`src/rtl/ifu_pkg.sv`:
```
// ifu_pkg - shared definitions for the instruction fetch unit.
//   ifu_state_e  : fetch sequencer states (3-bit encoding)
//   IFU_NOP      : word presented to the core when no valid instruction is held
//   IFU_RESET_PC : default fetch address after reset
//   ifu_fault_e  : fault cause encoding, reserved for a future mcause path
//   pc_aligned() : word-alignment test for fetch addresses
package ifu_pkg;

  typedef enum logic [2:0] {
    ST_IDLE  = 3'd0,
    ST_REQ   = 3'd1,
    ST_WAIT  = 3'd2,
    ST_HOLD  = 3'd3,
    ST_DRAIN = 3'd4
  } ifu_state_e;

  localparam logic [31:0] IFU_NOP      = 32'h0000_0013;
  localparam logic [31:0] IFU_RESET_PC = 32'h8000_0000;

  typedef enum logic [1:0] {
    FC_NONE     = 2'd0,
    FC_MISALIGN = 2'd1,
    FC_BUSERR   = 2'd2,
    FC_TIMEOUT  = 2'd3
  } ifu_fault_e;

  function automatic logic pc_aligned(input logic [31:0] a);
    return a[1:0] == 2'b00;
  endfunction

endpackage

```
`src/rtl/ifu_fetch_wdog.sv`:
```
// ifu_wdog - response watchdog for the fetch unit.
// Counts enabled cycles from zero and saturates at TIMEOUT.
//   i_clk     : clock, rising edge
//   i_rst     : synchronous active-high reset
//   i_clr     : synchronous clear to zero (wins over enable)
//   i_en      : count enable
//   o_expired : count has reached TIMEOUT
module ifu_wdog #(
  parameter int unsigned TIMEOUT = 255
) (
  input  logic i_clk,
  input  logic i_rst,
  input  logic i_clr,
  input  logic i_en,
  output logic o_expired
);

  localparam int unsigned W = $clog2(TIMEOUT + 1);

  logic [W-1:0] r_cnt;

  assign o_expired = (r_cnt == W'(TIMEOUT));

  always_ff @(posedge i_clk) begin
    if (i_rst || i_clr) begin
      r_cnt <= '0;
    end else if (i_en && !o_expired) begin
      r_cnt <= r_cnt + 1'b1;
    end
  end

endmodule

```
`src/rtl/ifu_fetch.sv`:
```
// ifu_fetch - instruction fetch unit feeding a single-cycle core.
// Fetches one word per instruction over a valid/ready request bus, presents it
// with o_inst_valid and waits for the core's commit + next PC.
//
//   state | meaning
//   IDLE  | after reset, start fetching next cycle
//   REQ   | request word at pc (or fault at once if pc is misaligned)
//   WAIT  | request accepted, waiting for response or timeout
//   HOLD  | cmd/pc presented to the core until commit or flush
//   DRAIN | redirected with a request in flight; swallow its response
//
// Ports:
//   i_clk, i_rst            : clock, synchronous active-high reset
//   i_commit, i_dnpc        : core consumed cmd; next PC (sampled in HOLD)
//   i_flush, i_flush_pc     : redirect, beats commit and same-cycle responses
//   o_pc, o_cmd             : PC and instruction word presented to the core
//   o_inst_valid            : cmd/pc valid
//   o_inst_fault            : fetch fault on o_pc, o_cmd is NOP
//   o_imem_req_valid/ready  : request handshake, o_imem_addr equals o_pc
//   i_imem_rsp_valid/data/err : single-cycle response pulse
module ifu_fetch
  import ifu_pkg::*;
#(
  parameter logic [31:0] RESET_PC = IFU_RESET_PC,
  parameter int unsigned TIMEOUT  = 255,
  parameter logic [31:0] NOP      = IFU_NOP
) (
  input  logic        i_clk,
  input  logic        i_rst,
  input  logic        i_commit,
  input  logic [31:0] i_dnpc,
  input  logic        i_flush,
  input  logic [31:0] i_flush_pc,
  output logic [31:0] o_pc,
  output logic [31:0] o_cmd,
  output logic        o_inst_valid,
  output logic        o_inst_fault,
  output logic        o_imem_req_valid,
  input  logic        i_imem_req_ready,
  output logic [31:0] o_imem_addr,
  input  logic        i_imem_rsp_valid,
  input  logic [31:0] i_imem_rsp_data,
  input  logic        i_imem_rsp_err
);

  ifu_state_e  r_state;
  logic [31:0] r_pc;
  logic [31:0] r_cmd;
  logic        r_inst_valid;
  logic        r_inst_fault;
  logic        r_req_valid;

  logic        w_hs;
  logic        w_expired;
  logic        w_wd_clr;
  logic        w_pc_ok;
  logic        w_flush_pc_ok;
  logic        w_dnpc_ok;

  assign w_hs          = r_req_valid & i_imem_req_ready;
  assign w_pc_ok       = pc_aligned(r_pc);
  assign w_flush_pc_ok = pc_aligned(i_flush_pc);
  assign w_dnpc_ok     = pc_aligned(i_dnpc);

  // The watchdog runs only while a request is outstanding; a flush from WAIT
  // into DRAIN keeps the count so the total wait stays bounded.
  assign w_wd_clr = (r_state != ST_WAIT) && (r_state != ST_DRAIN);

  ifu_wdog #(
    .TIMEOUT (TIMEOUT)
  ) u_wdog (
    .i_clk     (i_clk),
    .i_rst     (i_rst),
    .i_clr     (w_wd_clr),
    .i_en      (!w_wd_clr),
    .o_expired (w_expired)
  );

  // Request valid and inst valid are computed for the state being entered so
  // both leave the block as plain flops.
  always_ff @(posedge i_clk) begin
    if (i_rst) begin
      r_state      <= ST_IDLE;
      r_pc         <= RESET_PC;
      r_cmd        <= NOP;
      r_inst_valid <= 1'b0;
      r_inst_fault <= 1'b0;
      r_req_valid  <= 1'b0;
    end else begin
      r_inst_valid <= 1'b0;
      r_req_valid  <= 1'b0;

      unique case (r_state)
        ST_IDLE: begin
          r_state <= ST_REQ;
          if (i_flush) begin
            r_pc         <= i_flush_pc;
            r_inst_fault <= 1'b0;
            r_req_valid  <= w_flush_pc_ok;
          end else begin
            r_req_valid  <= w_pc_ok;
          end
        end

        ST_REQ: begin
          if (i_flush) begin
            r_pc         <= i_flush_pc;
            r_inst_fault <= 1'b0;
            if (w_hs) begin
              r_state <= ST_DRAIN;
            end else begin
              r_state     <= ST_REQ;
              r_req_valid <= w_flush_pc_ok;
            end
          end else if (!w_pc_ok) begin
            r_cmd        <= NOP;
            r_inst_fault <= 1'b1;
            r_state      <= ST_HOLD;
            r_inst_valid <= 1'b1;
          end else if (w_hs) begin
            r_state <= ST_WAIT;
          end else begin
            r_state     <= ST_REQ;
            r_req_valid <= 1'b1;
          end
        end

        ST_WAIT: begin
          if (i_flush) begin
            r_pc         <= i_flush_pc;
            r_inst_fault <= 1'b0;
            // A response in the flush cycle is the one we would drain: drop it.
            if (i_imem_rsp_valid) begin
              r_state     <= ST_REQ;
              r_req_valid <= w_flush_pc_ok;
            end else begin
              r_state <= ST_DRAIN;
            end
          end else if (i_imem_rsp_valid) begin
            r_cmd        <= i_imem_rsp_err ? NOP : i_imem_rsp_data;
            r_inst_fault <= i_imem_rsp_err;
            r_state      <= ST_HOLD;
            r_inst_valid <= 1'b1;
          end else if (w_expired) begin
            r_cmd        <= NOP;
            r_inst_fault <= 1'b1;
            r_state      <= ST_HOLD;
            r_inst_valid <= 1'b1;
          end else begin
            r_state <= ST_WAIT;
          end
        end

        ST_HOLD: begin
          if (i_flush) begin
            r_pc         <= i_flush_pc;
            r_inst_fault <= 1'b0;
            r_state      <= ST_REQ;
            r_req_valid  <= w_flush_pc_ok;
          end else if (i_commit) begin
            r_pc         <= i_dnpc;
            r_inst_fault <= 1'b0;
            r_state      <= ST_REQ;
            r_req_valid  <= w_dnpc_ok;
          end else begin
            r_state      <= ST_HOLD;
            r_inst_valid <= 1'b1;
          end
        end

        ST_DRAIN: begin
          if (i_flush) begin
            r_pc         <= i_flush_pc;
            r_inst_fault <= 1'b0;
          end
          // Leave once the stale response (or its timeout) is gone, even if
          // the core keeps redirecting; otherwise DRAIN would wait for a
          // response that was already swallowed.
          if (i_imem_rsp_valid || w_expired) begin
            r_state     <= ST_REQ;
            r_req_valid <= i_flush ? w_flush_pc_ok : w_pc_ok;
          end else begin
            r_state <= ST_DRAIN;
          end
        end

        default: begin
          r_state <= ST_IDLE;
        end
      endcase
    end
  end

  assign o_pc             = r_pc;
  assign o_imem_addr      = r_pc;
  assign o_cmd            = r_cmd;
  assign o_inst_valid     = r_inst_valid;
  assign o_inst_fault     = r_inst_fault;
  assign o_imem_req_valid = r_req_valid;

endmodule

```
`config.mk`:
```
export PLATFORM = sky130hd
export DESIGN_NAME = ifu_fetch
export DESIGN_NICKNAME = d
export VERILOG_FILES = /design/src/rtl/ifu_pkg.sv /design/src/rtl/ifu_fetch_wdog.sv /design/src/rtl/ifu_fetch.sv
export SDC_FILE = /design/constraint.sdc
export NUM_CORES = 1
export LEC_CHECK = 0
export ABC_AREA = 1
export BUFFER_PORTS_ARGS = -buffer_cell sky130_fd_sc_hd__buf_2
export CORE_AREA = 2 2 128 80
export DETAILED_ROUTE_END_ITERATION = 10
export DIE_AREA = 0 0 130 82
export PLACE_DENSITY = 0.81
export SLEW_MARGIN = 40
export SYNTH_ARGS = -nofsm -noshare
export SYNTH_HDL_FRONTEND = slang
export SYNTH_SLANG_ARGS = --single-unit
```
`constraint.sdc`:
```
create_clock -name i_clk -period 2.15 [get_ports i_clk]
set_input_delay 0.43 -clock i_clk [delete_from_list [all_inputs] [get_ports i_clk]]
set_output_delay 0.43 -clock i_clk [all_outputs]
set_load 0.05 [all_outputs]
```
==> results_tabular.tex, run 1 <==
\begin{tabular}{lr}
\hline
Metric & Value \\
\hline
\multicolumn{2}{l}{\textbf{Logic synthesis}} \\
\quad Fraction of synthesized cell area taken by the top area cell type & between 30\% and 40\% \\
\quad Syn Inst Count & between 700 and 800 \\
\quad Top cells by area in the synthesized netlist & sky130\_fd\_sc\_hd\_\_dfxtp\_1 36\%, sky130\_fd\_sc\_hd\_\_nand2\_1 23\%, sky130\_fd\_sc\_hd\_\_nor2\_1 11\% \\
\quad Cell type with the largest total area after synthesis & sky130\_fd\_sc\_hd\_\_dfxtp\_1 \\
\quad Synthesized netlist net count & $\sim$810 \\
\quad Share of synthesized area occupied by flip-flops and latches & $\sim$36\% \\
\quad Synthesized area per cell & just over 6 um2 \\
\quad Number of library cell types mapped by synthesis & 26 \\
\quad \#FFs+latches synth & just under 80 \\
\quad Syn. warnings & 0 \\
\quad Post-synth design cell area & between 4000 and 5000 um2 \\
\multicolumn{2}{l}{\textbf{Placed design}} \\
\quad Post-placement setup slack & $\sim$0.25 ns \\
\quad Instance area after placement & roughly 5200 um2 \\
\quad RD Place Congestion & $\sim$0.92 \\
\quad Cell count after placement & just under 1,000 \\
\quad Port-buffer cells & about 200 \\
\quad HPWL after DPL & approximately 8.5 mm \\
\multicolumn{2}{l}{\textbf{Global route}} \\
\quad Via count of the first global-routing pass & approximately 3,900 \\
\quad Number of antenna violations at the first check in global routing & 0 \\
\quad Global routing usage summed across all routing layers & 20.9\% \\
\quad Congestion Overflow GR & 0 \\
\quad Pin count of the biggest net entering global routing & 65 \\
\quad Wire length of the first global-routing pass & between 15 and 20 mm \\
\multicolumn{2}{l}{\textbf{Layout}} \\
\quad Number of diodes & 0 \\
\quad Final net count & approximately 970 \\
\quad Number of standard cells in the final layout excluding fillers & 1,004 \\
\quad Area growth from synthesis to final layout & 27.0\% \\
\quad Layout cell share with drive strength beyond 1 & 27.4\% \\
\quad End-of-flow core utilization & 57.8\% \\
\quad Final Cell Area & 5530 um2 \\
\multicolumn{2}{l}{\textbf{Floorplanning}} \\
\quad Die Y-Extent & about 82 um \\
\quad Total Die Area & around 11,000 um2 \\
\quad Core Footprint & about 9600 um2 \\
\quad Die width & around 130 um \\
\quad Starting utilization of the core area & a little under half \\
\quad Ports placed on the boundary & between 200 and 250 \\
\quad Core Rows & 28 \\
\multicolumn{2}{l}{\textbf{Timing}} \\
\quad Number of endpoints failing setup at the final stage & 0 \\
\quad Final count of pins violating max slew & 0 \\
\quad Maximum clock frequency & 525 MHz \\
\quad Hold Fails Final Rpt & 0 \\
\quad Max Clock Skew & about 0.0077 ns \\
\quad Worst Hold Slack & 0.343 ns \\
\quad Final critical path time including I/O delays and setup & about 1.9 ns \\
\quad Fin crit share & about nine tenths \\
\quad Setup ws final & around 0.25 ns \\
\quad Slew at the pin closest to its max-slew limit & around 0.54 ns \\
\quad Worst rel slew slack & approximately 64\% \\
\quad Total Negative Setup Slacks & 0 ns \\
\quad RSZ-0062 raised after global routing & no \\
\multicolumn{2}{l}{\textbf{Clock network}} \\
\quad Clock transition at the registers of the reported paths & 0.06 ns \\
\quad Number of sinks handled by clock tree synthesis & 78 \\
\quad Worst-Skew Late Latency & between 0.3 and 0.4 ns \\
\quad Total clock buffers created by CTS & 9 \\
\quad \# H-tree levels & 3 \\
\quad Post-CTS Setup Bufs & 0 \\
\quad Number of buffers on the longest clock path & 2 \\
\quad Hold buffers post-CTS & 0 \\
\quad Root cell of the clock tree & sky130\_fd\_sc\_hd\_\_clkbuf\_16 \\
\quad CTS tree & yes \\
\quad Total of cells resized after clock tree synthesis & 0 \\
\multicolumn{2}{l}{\textbf{Drt}} \\
\quad Routed via count divided by cell count & $\sim$4.6 \\
\quad Total met2 wirelength after detailed routing & $\sim$5.3 mm \\
\quad Total via count in the routed design & around 4,600 \\
\quad Wire length after detailed routing & about 11 mm \\
\quad DRT Pass-1 Iters & 4 \\
\quad Max Used Layer & met4 \\
\quad Average wire length per cell after detail routing & roughly 11 um \\
\quad Post-route DRC & 0 \\
\quad Post-route ant nets & 0 \\
\quad Met3 wirelength from detailed routing & between 700 and 800 um \\
\quad DR iter-0 viols & $\sim$200 \\
\quad Detailed-route wire length on metal 1 & roughly 5.4 mm \\
\multicolumn{2}{l}{\textbf{Power}} \\
\quad Pwr Density & just over 800 nW/um2 \\
\quad Peak supply drop & about 0.00042 V \\
\quad Static Leakage & 3.05 nW \\
\quad Total design power & 4.56 mW \\
\multicolumn{2}{l}{\textbf{Status}} \\
\quad Result of the run & finished clean \\
\multicolumn{2}{l}{\textbf{Min path}} \\
\quad Hold endpoint & o\_cmd[0] \\
\quad HP Start & i\_imem\_rsp\_data[0] \\
\quad Instance count along the most critical hold path & 3 \\
\quad Class of the most critical hold timing path & input port to register \\
\multicolumn{2}{l}{\textbf{Critical path}} \\
\quad WP data arrival & approximately 2.1 ns \\
\quad Depth of the worst register-to-register path & 11 \\
\quad Critical path endpoint category & register \\
\quad CP startpoint kind & register \\
\quad Max FO, Critical Path & 44 \\
\quad Series of cell instances along the critical path & ha\_1 -> inv\_2 -> nor2\_1 -> nand2\_1 -> nand2\_1 -> nand2\_1 -> nand2\_2 -> buf\_12 -> nand2\_1 -> nand2\_1 -> nor2\_1 \\
\quad Launching point of the worst reg2reg path & u\_wdog.r\_cnt[0] \\
\quad Worst-path cell with the longest stage delay & sky130\_fd\_sc\_hd\_\_dfxtp\_1 \\
\quad Crit path buf inv count & 2 \\
\quad Max stage delay on crit path & about 0.4 ns \\
\quad Crit path kind & register to register \\
\quad CP most frequent cell & sky130\_fd\_sc\_hd\_\_nand2\_1 \\
\quad Cell family with most CP delay & simple AND/OR/NAND/NOR gates \\
\quad Worst reg2reg path endpoint & o\_cmd[16] \\
\quad Req. time, crit path & 2.38 ns \\
\quad Reg2Reg Setup Slack & around 0.25 ns \\
\multicolumn{2}{l}{\textbf{Job}} \\
\quad Count of maximum capacitance violations & 0 \\
\hline
\end{tabular}
## layout make-up
| class | instances | area, um2 |
|---|---|---|
| timing repair buffer | 214 | 1140 |
| inverter | 61 | 229 |
| multi-input combinational | 501 | 2120 |
| fill | 948 | 4040 |
| sequential | 78 | 1560 |
| clock buffer | 9 | 225 |
| clock inverter | 6 | 86.3 |
| tap | 135 | 169 |
## worst min-delay path: stages
cell                      delay (ns)
sky130_fd_sc_hd__buf_2          0.07
sky130_fd_sc_hd__o21ai_0        0.07
sky130_fd_sc_hd__nand3_1        0.06
## cell usage after synthesis (all sizes together)
| cell | count |
|---|---|
| o211ai | 1 |
| nand4 | 4 |
| o21ai | 8 |
| buf | 58 |
| nand3b | 16 |
| clkinv | 1 |
| nor2 | 126 |
| xor2 | 1 |
| a21oi | 12 |
| nand2 | 270 |
| clkbuf | 11 |
| dfxtp | 78 |
| a21boi | 1 |
| ha | 1 |
| a31oi | 3 |
| inv | 60 |
| nand3 | 56 |
| nor3 | 2 |
## registers in the layout (all words and copies together), names as in the netlist
| signal | flops |
|---|---|
| o_cmd | 32 |
| o_imem_addr | 32 |
| o_imem_req_valid | 1 |
| o_inst_fault | 1 |
| o_inst_valid | 1 |
| r_state | 3 |
| u_wdog.r_cnt | 8 |
## layout by cell type (no fill, tap or decap), types with 2 or more instances in the layout
cell type	Yosys	layout
sky130_fd_sc_hd__nand3_1	56	56
sky130_fd_sc_hd__bufinv_16	0	2
sky130_fd_sc_hd__a21oi_1	10	10
sky130_fd_sc_hd__o21ai_0	7	7
sky130_fd_sc_hd__nor2_4	2	2
sky130_fd_sc_hd__nor3_1	2	2
sky130_fd_sc_hd__inv_1	58	58
sky130_fd_sc_hd__a21oi_2	2	2
sky130_fd_sc_hd__nand3b_1	16	16
sky130_fd_sc_hd__buf_12	0	3
sky130_fd_sc_hd__dfxtp_1	78	78
sky130_fd_sc_hd__clkbuf_16	0	9
sky130_fd_sc_hd__a31oi_1	3	3
sky130_fd_sc_hd__clkinv_2	0	2
sky130_fd_sc_hd__inv_2	2	2
sky130_fd_sc_hd__nand4_1	4	4
sky130_fd_sc_hd__nand2_1	269	269
sky130_fd_sc_hd__nor2_1	124	123
sky130_fd_sc_hd__buf_2	12	201
sky130_fd_sc_hd__buf_4	41	10
## power by group
part | internal, mW | switching (mW) | leakage, nW
combinational | 0.355 | 0.982 | 2.26
clock | 1.01 | 0.586 | 0.152
sequential | 1.56 | 0.0695 | 0.641
## logic make-up (layout without fill, tap and decap cells)
logic type / after synthesis / count (layout) / share of synthesized area, %
adder cells (fa/ha/maj): 1 / 1 / 0.287
AO/OA/AOI/OAI: 25 / 25 / 3.51
XOR/XNOR: 1 / 1 / 0.201
flip-flops: 78 / 78 / 35.9
buffers and inverters: 130 / 290 / 15.6
AND/OR/NAND/NOR: 474 / 474 / 44.5
## how the worst max path moves through the flow
| stage | startpoint | end | cells past startpoint |
|---|---|---|---|
| finish | u_wdog.r_cnt[0] | o_cmd[16] | 11 |
| CTS | u_wdog.r_cnt[0] | o_cmd[20] | 11 |
| detailed placement | u_wdog.r_cnt[0] | o_cmd[11] | 11 |
| floorplan | u_wdog.r_cnt[0] | o_cmd[10] | 11 |
| global placement | u_wdog.r_cnt[0] | o_cmd[10] | 11 |
| global route | u_wdog.r_cnt[0] | o_cmd[20] | 11 |
## metal layers
layer	vias to the layer above	global-route usage (%)
met5	-	0
li1	2437	-
met2	129	36.5
met4	0	5.91
met3	8	5.41
met1	1998	25.8
(Power assumes the default switching activity.)
==> run 2, diff against run 1 <==
RECOVER_POWER = 50   (was default)
==> run 2 against run 1 <==
  * Clock skew up 0.0011 ns
  * Critical path depth did not move
  * Total power down 0.76%
  * Largest power group unchanged
  * Die area unchanged
  * First-iteration DRC count up 11%
  * Largest cell class unchanged
  * Wire length grew 1.0%
  * Combinational power is 3% lower
  * Maximum frequency decreased by 0.30%
  * Register-to-register slack about the same
  * Utilization fell by 1.1 points
  * Via count is 0.48% higher
  * Critical endpoint unchanged
  * Sequential cell count did not move
==> results_tabular.tex, run 2 (synthesis gave the netlist of run 1 again) <==
\begin{tabular}{lr}
\hline
Metric & Value \\
\hline
\multicolumn{2}{l}{\textbf{Drt}} \\
\quad Post-route ant nets & 0 (unchanged) \\
\quad Total via count in the routed design & 4,594 (was 4,572) \\
\quad Post-route DRC & 0 (unchanged) \\
\quad Average wire length per cell after detail routing & 11.5 um (was 11.4 um) \\
\quad DR iter-0 viols & 220 (was 198) \\
\quad Routed via count divided by cell count & 4.58 (was 4.55) \\
\quad Wire length after detailed routing & 11.6 mm (was 11.5 mm) \\
\quad DRT Pass-1 Iters & 5 (was 4) \\
\multicolumn{2}{l}{\textbf{Critical path}} \\
\quad Reg2Reg Setup Slack & 0.24 ns (was 0.25 ns) \\
\quad Max FO, Critical Path & 44 (unchanged) \\
\quad CP startpoint kind & register (unchanged) \\
\quad WP data arrival & 2.14 ns (was 2.13 ns) \\
\quad Req. time, crit path & 2.38 ns (about the same) \\
\quad Crit path kind & register to register (unchanged) \\
\quad Critical path endpoint category & register (unchanged) \\
\quad Depth of the worst register-to-register path & 11 (unchanged) \\
\multicolumn{2}{l}{\textbf{Placed design}} \\
\quad Cell count after placement & 989 (unchanged) \\
\quad Post-placement setup slack & 0.247 ns (unchanged) \\
\quad HPWL after DPL & 8.45 mm (unchanged) \\
\quad Instance area after placement & 5220 um2 (unchanged) \\
\quad Port-buffer cells & 201 (unchanged) \\
\quad RD Place Congestion & 0.917 (unchanged) \\
\multicolumn{2}{l}{\textbf{Floorplanning}} \\
\quad Core Rows & 28 (unchanged) \\
\quad Ports placed on the boundary & 202 (unchanged) \\
\quad Core Footprint & 9560 um2 (unchanged) \\
\quad Starting utilization of the core area & 45.5\% (unchanged) \\
\quad Die width & 130 um (unchanged) \\
\quad Die Y-Extent & 82 um (unchanged) \\
\quad Total Die Area & 10,700 um2 (unchanged) \\
\multicolumn{2}{l}{\textbf{Global route}} \\
\quad Wire length of the first global-routing pass & 17.6 mm (unchanged) \\
\quad Global routing usage summed across all routing layers & 20.9\% (unchanged) \\
\quad Via count of the first global-routing pass & 3,876 (unchanged) \\
\quad Pin count of the biggest net entering global routing & 65 (unchanged) \\
\quad Number of antenna violations at the first check in global routing & 0 (unchanged) \\
\quad Congestion Overflow GR & 0 (unchanged) \\
\multicolumn{2}{l}{\textbf{Layout}} \\
\quad Layout cell share with drive strength beyond 1 & 17.4\% (was 27.4\%) \\
\quad Area growth from synthesis to final layout & 24.5\% (was 27.0\%) \\
\quad Number of diodes & 0 (unchanged) \\
\quad Final Cell Area & 5420 um2 (was 5530 um2) \\
\quad Most frequent cells in the layout & 269 x sky130\_fd\_sc\_hd\_\_nand2\_1, 123 x sky130\_fd\_sc\_hd\_\_nor2\_1, 114 x sky130\_fd\_sc\_hd\_\_buf\_2, 87 x sky130\_fd\_sc\_hd\_\_clkbuf\_1, 78 x sky130\_fd\_sc\_hd\_\_dfxtp\_1 (was 269 x sky130\_fd\_sc\_hd\_\_nand2\_1, 201 x sky130\_fd\_sc\_hd\_\_buf\_2, 123 x sky130\_fd\_sc\_hd\_\_nor2\_1, 78 x sky130\_fd\_sc\_hd\_\_dfxtp\_1, 58 x sky130\_fd\_sc\_hd\_\_inv\_1) \\
\quad Fillcell total & 998 (was 948) \\
\quad Most common cell after layout, fill and taps aside & sky130\_fd\_sc\_hd\_\_nand2\_1 (unchanged) \\
\quad Final net count & 969 (unchanged) \\
\quad Number of standard cells in the final layout excluding fillers & 1,004 (unchanged) \\
\multicolumn{2}{l}{\textbf{Clock network}} \\
\quad Clock transition at the registers of the reported paths & 0.06 ns (about the same) \\
\quad CTS tree & yes (unchanged) \\
\quad Worst-Skew Late Latency & 0.34 ns (was 0.33 ns) \\
\quad Post-CTS Setup Bufs & 0 (unchanged) \\
\quad Hold buffers post-CTS & 0 (unchanged) \\
\quad \# H-tree levels & 3 (unchanged) \\
\quad Root cell of the clock tree & sky130\_fd\_sc\_hd\_\_clkbuf\_16 (unchanged) \\
\quad Total clock buffers created by CTS & 9 (unchanged) \\
\quad Number of buffers on the longest clock path & 2 (unchanged) \\
\quad Total of cells resized after clock tree synthesis & 0 (unchanged) \\
\quad Number of sinks handled by clock tree synthesis & 78 (unchanged) \\
\multicolumn{2}{l}{\textbf{Status}} \\
\quad Result of the run & finished clean (unchanged) \\
\multicolumn{2}{l}{\textbf{Timing}} \\
\quad Slew at the pin closest to its max-slew limit & 0.675 ns (was 0.543 ns) \\
\quad Final count of pins violating max slew & 0 (unchanged) \\
\quad Setup ws final & 0.240 ns (was 0.246 ns) \\
\quad RSZ-0062 raised after global routing & no (unchanged) \\
\quad Worst rel slew slack & 55.2\% (was 63.8\%) \\
\quad Total Negative Setup Slacks & 0 ns (unchanged) \\
\quad Hold Fails Final Rpt & 0 (unchanged) \\
\quad Final critical path time including I/O delays and setup & 1.91 ns (was 1.90 ns) \\
\quad Fin crit share & 88.8\% (was 88.6\%) \\
\quad Number of endpoints failing setup at the final stage & 0 (unchanged) \\
\quad Maximum clock frequency & 524 MHz (was 525 MHz) \\
\quad Max Clock Skew & 0.00882 ns (was 0.00768 ns) \\
\multicolumn{2}{l}{\textbf{Min path}} \\
\quad Instance count along the most critical hold path & 3 (unchanged) \\
\quad Class of the most critical hold timing path & input port to register (unchanged) \\
\multicolumn{2}{l}{\textbf{Job}} \\
\quad Count of maximum capacitance violations & 0 (unchanged) \\
\multicolumn{2}{l}{\textbf{Power}} \\
\quad Total design power & 4.53 mW (was 4.56 mW) \\
\quad Pwr Density & 835 nW/um2 (was 825 nW/um2) \\
\quad Peak supply drop & 0.000425 V (was 0.000423 V) \\
\quad Static Leakage & 2.72 nW (was 3.05 nW) \\
\hline
\end{tabular}
[run 2: metrics by stage]
step / utilization (%) / hold slack (ns)
after floorplan: - / 0.452
after global placement: 54.5 / 0.458
after detailed placement: 54.5 / 0.468
after CTS: 57.8 / 0.328
after global routing: 56.7 / 0.361
final: 56.7 / 0.340
[run 2: cell type report]
class	count	area (um2)	area share (%)
Sequential cell	78	1560	28.8
Multi-Input combinational cell	501	2120	39.0
Clock buffer	9	225	4.16
Clock inverter	6	86.3	1.59
Timing Repair Buffer	214	1030	19.0
Tap cell	135	169	3.12
Inverter	61	229	4.23
[run 2: worst max-delay path, stage by stage (launching register included)]
cell	delay [ns]
sky130_fd_sc_hd__dfxtp_1	0.39
sky130_fd_sc_hd__ha_1	0.27
sky130_fd_sc_hd__inv_2	0.04
sky130_fd_sc_hd__nor2_1	0.16
sky130_fd_sc_hd__nand2_1	0.20
sky130_fd_sc_hd__nand2_1	0.16
sky130_fd_sc_hd__nand2_1	0.10
sky130_fd_sc_hd__nand2_2	0.09
sky130_fd_sc_hd__buf_12	0.21
sky130_fd_sc_hd__nand2_1	0.07
sky130_fd_sc_hd__nand2_1	0.06
sky130_fd_sc_hd__nor2_1	0.05
[run 2: routing by layer]
| metal | wire (um) | track usage, % | part of all wire [%] | vias to the layer above |
|---|---|---|---|---|
| li1 | - | - | - | 2433 |
| met1 | 5480 | 25.8 | 47 | 2024 |
| met2 | 5320 | 36.5 | 46 | 129 |
| met3 | 724 | 5.41 | 6.2 | 8 |
| met4 | 69 | 5.91 | 0.60 | 0 |
| met5 | 0 | 0 | 0 | - |
[run 2: path summary, 6_finish.rpt]
kind                           start         to
setup / recovery     u_wdog.r_cnt[0]  o_cmd[16]
hold / removal    i_imem_rsp_data[0]   o_cmd[0]
setup reg to reg     u_wdog.r_cnt[0]  o_cmd[16]
hold reg to reg            o_cmd[25]  o_cmd[25]
[run 2: power breakdown]
group	leakage (nW)	internal [mW]	switching (mW)
clock network	0.152	1.01	0.586
logic	1.93	0.314	0.983
registers	0.641	1.56	0.0742
total	2.72	2.88	1.64
==> run 3, diff against run 2 <==
ABC_AREA = default   (was 1)
CORE_AREA = 2 2 123 77   (was 2 2 128 80)
DIE_AREA = 0 0 125 79   (was 0 0 130 82)
==> run 3 against run 2 <==
  * Wire length fell by 11%
  * Highest routed layer unchanged
  * Sequential power is 4% lower
  * Combinational power decreased by 31%
  * Hold slack got worse by 0.00094 ns
  * Register-to-register slack worse by 0.06 ns
  * Sequential cell count is the same
  * Final area decreased by 11%
  * Via count decreased by 17%
  * Largest power group unchanged
  * Critical path type unchanged
  * Synthesized cell count down 36%
  * Critical endpoint is now o_cmd[23]
==> results_tabular.tex, run 3 <==
\begin{tabular}{lr}
\hline
Metric & Value \\
\hline
\multicolumn{2}{l}{\textbf{Critical path}} \\
\quad Max FO, Critical Path & 16 (was 44) \\
\quad Critical path endpoint category & register (unchanged) \\
\quad Launching point of the worst reg2reg path & u\_wdog.r\_cnt[0] (unchanged) \\
\quad Crit path kind & register to register (unchanged) \\
\quad Depth of the worst register-to-register path & 6 (was 11) \\
\quad CP startpoint kind & register (unchanged) \\
\quad Worst reg2reg path endpoint & o\_cmd[23] (was o\_cmd[16]) \\
\quad WP data arrival & 2.22 ns (was 2.14 ns) \\
\quad Reg2Reg Setup Slack & 0.18 ns (was 0.24 ns) \\
\quad Endpoint of the most critical setup path & o\_cmd[23] (was o\_cmd[16]) \\
\quad Req. time, crit path & 2.40 ns (was 2.38 ns) \\
\quad Critical Path Start & u\_wdog.r\_cnt[0] (unchanged) \\
\multicolumn{2}{l}{\textbf{Global route}} \\
\quad Pin count of the biggest net entering global routing & 41 (was 65) \\
\quad Congestion Overflow GR & 0 (unchanged) \\
\quad Via count of the first global-routing pass & 3,526 (was 3,876) \\
\quad Number of antenna violations at the first check in global routing & 0 (unchanged) \\
\quad Wire length of the first global-routing pass & 16.5 mm (was 17.6 mm) \\
\quad Global routing usage summed across all routing layers & 20.2\% (was 20.9\%) \\
\multicolumn{2}{l}{\textbf{Layout}} \\
\quad Most frequent cells in the layout & 129 x sky130\_fd\_sc\_hd\_\_nand2\_1, 114 x sky130\_fd\_sc\_hd\_\_buf\_2, 87 x sky130\_fd\_sc\_hd\_\_clkbuf\_1, 78 x sky130\_fd\_sc\_hd\_\_dfxtp\_1, 46 x sky130\_fd\_sc\_hd\_\_nor2\_1 (was 269 x sky130\_fd\_sc\_hd\_\_nand2\_1, 123 x sky130\_fd\_sc\_hd\_\_nor2\_1, 114 x sky130\_fd\_sc\_hd\_\_buf\_2, 87 x sky130\_fd\_sc\_hd\_\_clkbuf\_1, 78 x sky130\_fd\_sc\_hd\_\_dfxtp\_1) \\
\quad Layout cell share with drive strength beyond 1 & 24.0\% (was 17.4\%) \\
\quad Final net count & 720 (was 969) \\
\quad Area growth from synthesis to final layout & 25.9\% (was 24.5\%) \\
\quad Most common cell after layout, fill and taps aside & sky130\_fd\_sc\_hd\_\_nand2\_1 (unchanged) \\
\quad Number of diodes & 0 (unchanged) \\
\multicolumn{2}{l}{\textbf{Timing}} \\
\quad Maximum clock frequency & 508 MHz (was 524 MHz) \\
\quad Total Negative Setup Slacks & 0 ns (unchanged) \\
\quad Number of endpoints failing setup at the final stage & 0 (unchanged) \\
\quad RSZ-0062 raised after global routing & no (unchanged) \\
\quad Hold Fails Final Rpt & 0 (unchanged) \\
\quad Final critical path time including I/O delays and setup & 1.97 ns (was 1.91 ns) \\
\quad Slew at the pin closest to its max-slew limit & 0.661 ns (was 0.675 ns) \\
\quad Worst rel slew slack & 56.1\% (was 55.2\%) \\
\quad Final count of pins violating max slew & 0 (unchanged) \\
\quad Max Clock Skew & 0.00706 ns (was 0.00882 ns) \\
\quad Fin crit share & 91.6\% (was 88.8\%) \\
\multicolumn{2}{l}{\textbf{Logic synthesis}} \\
\quad Post-synth design cell area & 3850 um2 (was 4350 um2) \\
\quad Synthesized netlist net count & 561 (was 813) \\
\quad Number of library cell types mapped by synthesis & 49 (was 26) \\
\quad List of most frequent post-synthesis cells & 129 x sky130\_fd\_sc\_hd\_\_nand2\_1, 78 x sky130\_fd\_sc\_hd\_\_dfxtp\_1, 46 x sky130\_fd\_sc\_hd\_\_nor2\_1 (was 269 x sky130\_fd\_sc\_hd\_\_nand2\_1, 124 x sky130\_fd\_sc\_hd\_\_nor2\_1, 78 x sky130\_fd\_sc\_hd\_\_dfxtp\_1) \\
\quad Share of synthesized area occupied by flip-flops and latches & 40.5\% (was 35.9\%) \\
\quad Most common cell in the netlist & sky130\_fd\_sc\_hd\_\_nand2\_1 (unchanged) \\
\quad Top cells by area in the synthesized netlist & sky130\_fd\_sc\_hd\_\_dfxtp\_1 41\%, sky130\_fd\_sc\_hd\_\_nand2\_1 13\%, sky130\_fd\_sc\_hd\_\_mux2i\_1 8.8\% (was sky130\_fd\_sc\_hd\_\_dfxtp\_1 36\%, sky130\_fd\_sc\_hd\_\_nand2\_1 23\%, sky130\_fd\_sc\_hd\_\_nor2\_1 11\%) \\
\quad Syn. warnings & 0 (unchanged) \\
\quad Fraction of synthesized cell area taken by the top area cell type & 40.5\% (was 35.9\%) \\
\quad Number of enable-type register cells in the synthesized netlist & 0 (unchanged) \\
\quad Syn Inst Count & 457 (was 709) \\
\quad Synthesized area per cell & 8.43 um2 (was 6.14 um2) \\
\quad Share of synthesized registers carrying an async set or reset & 0\% (unchanged) \\
\quad \#FFs+latches synth & 78 (unchanged) \\
\quad Dominant register cell in the synthesized netlist & sky130\_fd\_sc\_hd\_\_dfxtp\_1 (unchanged) \\
\quad Cell type with the largest total area after synthesis & sky130\_fd\_sc\_hd\_\_dfxtp\_1 (unchanged) \\
\multicolumn{2}{l}{\textbf{Drt}} \\
\quad Post-route DRC & 0 (unchanged) \\
\quad DRT Pass-1 Iters & 5 (unchanged) \\
\quad Total via count in the routed design & 3,796 (was 4,594) \\
\quad Average wire length per cell after detail routing & 14.1 um (was 11.5 um) \\
\quad DR iter-0 viols & 240 (was 220) \\
\quad Wire length after detailed routing & 10.4 mm (was 11.6 mm) \\
\quad Routed via count divided by cell count & 5.15 (was 4.58) \\
\quad Post-route ant nets & 0 (unchanged) \\
\multicolumn{2}{l}{\textbf{Power}} \\
\quad Peak supply drop & 0.000393 V (was 0.000425 V) \\
\quad Static Leakage & 1.97 nW (was 2.72 nW) \\
\quad Pwr Density & 828 nW/um2 (was 835 nW/um2) \\
\quad Total design power & 4.02 mW (was 4.53 mW) \\
\multicolumn{2}{l}{\textbf{Status}} \\
\quad Result of the run & finished clean (unchanged) \\
\multicolumn{2}{l}{\textbf{Clock network}} \\
\quad Number of buffers on the longest clock path & 2 (unchanged) \\
\quad Post-CTS Setup Bufs & 0 (unchanged) \\
\quad Clock transition at the registers of the reported paths & 0.07 ns (was 0.06 ns) \\
\quad \# H-tree levels & 3 (unchanged) \\
\quad Root cell of the clock tree & sky130\_fd\_sc\_hd\_\_clkbuf\_16 (unchanged) \\
\quad CTS tree & yes (unchanged) \\
\quad Hold buffers post-CTS & 0 (unchanged) \\
\quad Worst-Skew Late Latency & 0.33 ns (was 0.34 ns) \\
\quad Number of sinks handled by clock tree synthesis & 78 (unchanged) \\
\quad Total of cells resized after clock tree synthesis & 0 (unchanged) \\
\quad Total clock buffers created by CTS & 9 (unchanged) \\
\multicolumn{2}{l}{\textbf{Floorplanning}} \\
\quad Core Footprint & 8850 um2 (was 9560 um2) \\
\quad Ports placed on the boundary & 202 (unchanged) \\
\quad Total Die Area & 9880 um2 (was 10,700 um2) \\
\quad Starting utilization of the core area & 43.5\% (was 45.5\%) \\
\quad Die Y-Extent & 79 um (was 82 um) \\
\quad Die width & 125 um (was 130 um) \\
\quad Core Rows & 27 (was 28) \\
\multicolumn{2}{l}{\textbf{Placed design}} \\
\quad RD Place Congestion & 0.915 (was 0.917) \\
\quad Port-buffer cells & 201 (unchanged) \\
\quad HPWL after DPL & 7.73 mm (was 8.45 mm) \\
\multicolumn{2}{l}{\textbf{Min path}} \\
\quad Class of the most critical hold timing path & input port to register (unchanged) \\
\multicolumn{2}{l}{\textbf{Job}} \\
\quad Count of maximum capacitance violations & 0 (unchanged) \\
\hline
\end{tabular}
## run 3: cell types whose count changed after synthesis, sizes merged, moves of 5 or more
cell / change
nand3: -54
o21ai: -5
a311oi: +32
nand2b: +5
mux2i: +34
inv: -55
nor3: +5
nand3b: -15
nor2: -80
nand2: -140
## run 3: report_power, final
group	switching, mW	total (mW)	internal [mW]
combinational	0.668	0.903	0.235
clock	0.627	1.54	0.913
sequential	0.0609	1.57	1.51
## run 3: worst min path at each step
stage	endpoint	cells past startpoint	slack (ns)	startpoint
2_1_floorplan	u_wdog.r_cnt[1]	2	0.49	u_wdog.r_cnt[1]
3_3_place_gp	o_cmd[20]	2	0.44	o_cmd[20]
3_5_place_dp	o_cmd[10]	2	0.45	o_cmd[10]
4_1_cts	o_cmd[29]	3	0.33	i_imem_rsp_data[29]
5_1_grt	o_cmd[14]	3	0.34	i_imem_rsp_data[14]
6_report	o_cmd[6]	3	0.34	i_imem_rsp_data[6]
## run 3: kinds of logic (layout without fill, tap and decap cells)
family	after synthesis	in the layout	synth area share [%]
and+or+nand+nor	208	208	22.8
DFF	78	78	40.5
muxes	35	35	9.13
buffers and inverters	69	233	12.7
adders and majority gates	2	2	0.617
AOI/OAI and AO/OA	62	62	13.5
xor gates and xnor gates	3	3	0.682
## run 3: through the flow
step | hold slack, ns | cells | setup slack (ns) | cell area (um2) | utilization (%)
6_report | 0.339 | 737 | 0.180 | 4850 | 54.8
5_1_grt | 0.338 | 737 | 0.0826 | 4850 | 54.8
4_1_cts | 0.327 | 737 | 0.172 | 4960 | 56.0
3_5_place_dp | 0.448 | 721 | 0.185 | 4650 | 52.6
3_3_place_gp | 0.442 | 721 | 0.286 | 4650 | 52.6
2_1_floorplan | 0.491 | 457 | 0.327 | 3850 | -
## run 3: final cells by class
class / instances / area [um2]
fill: 846 / 4000
sequential: 78 / 1560
multi-input combinational: 310 / 1800
clock buffer: 9 / 225
timing repair buffer: 212 / 1020
inverter: 5 / 18.8
clock inverter: 7 / 81.3
tap: 116 / 145
## run 3: metal layers
metal  track usage, %  wire length, um  up-vias
met2             33.2             4920      160
met4             5.33               46        0
li1                 -                -     1853
met5                0                0        -
met3             4.99              717        6
met1             26.9             4680     1777
## run 3: critical path, stage by stage, from the launching register on
cell,delay (ns)
sky130_fd_sc_hd__dfxtp_1,0.37
sky130_fd_sc_hd__ha_1,0.24
sky130_fd_sc_hd__and4_4,0.26
sky130_fd_sc_hd__a41oi_2,0.21
sky130_fd_sc_hd__o32ai_4,0.34
sky130_fd_sc_hd__buf_12,0.24
sky130_fd_sc_hd__mux2i_1,0.22
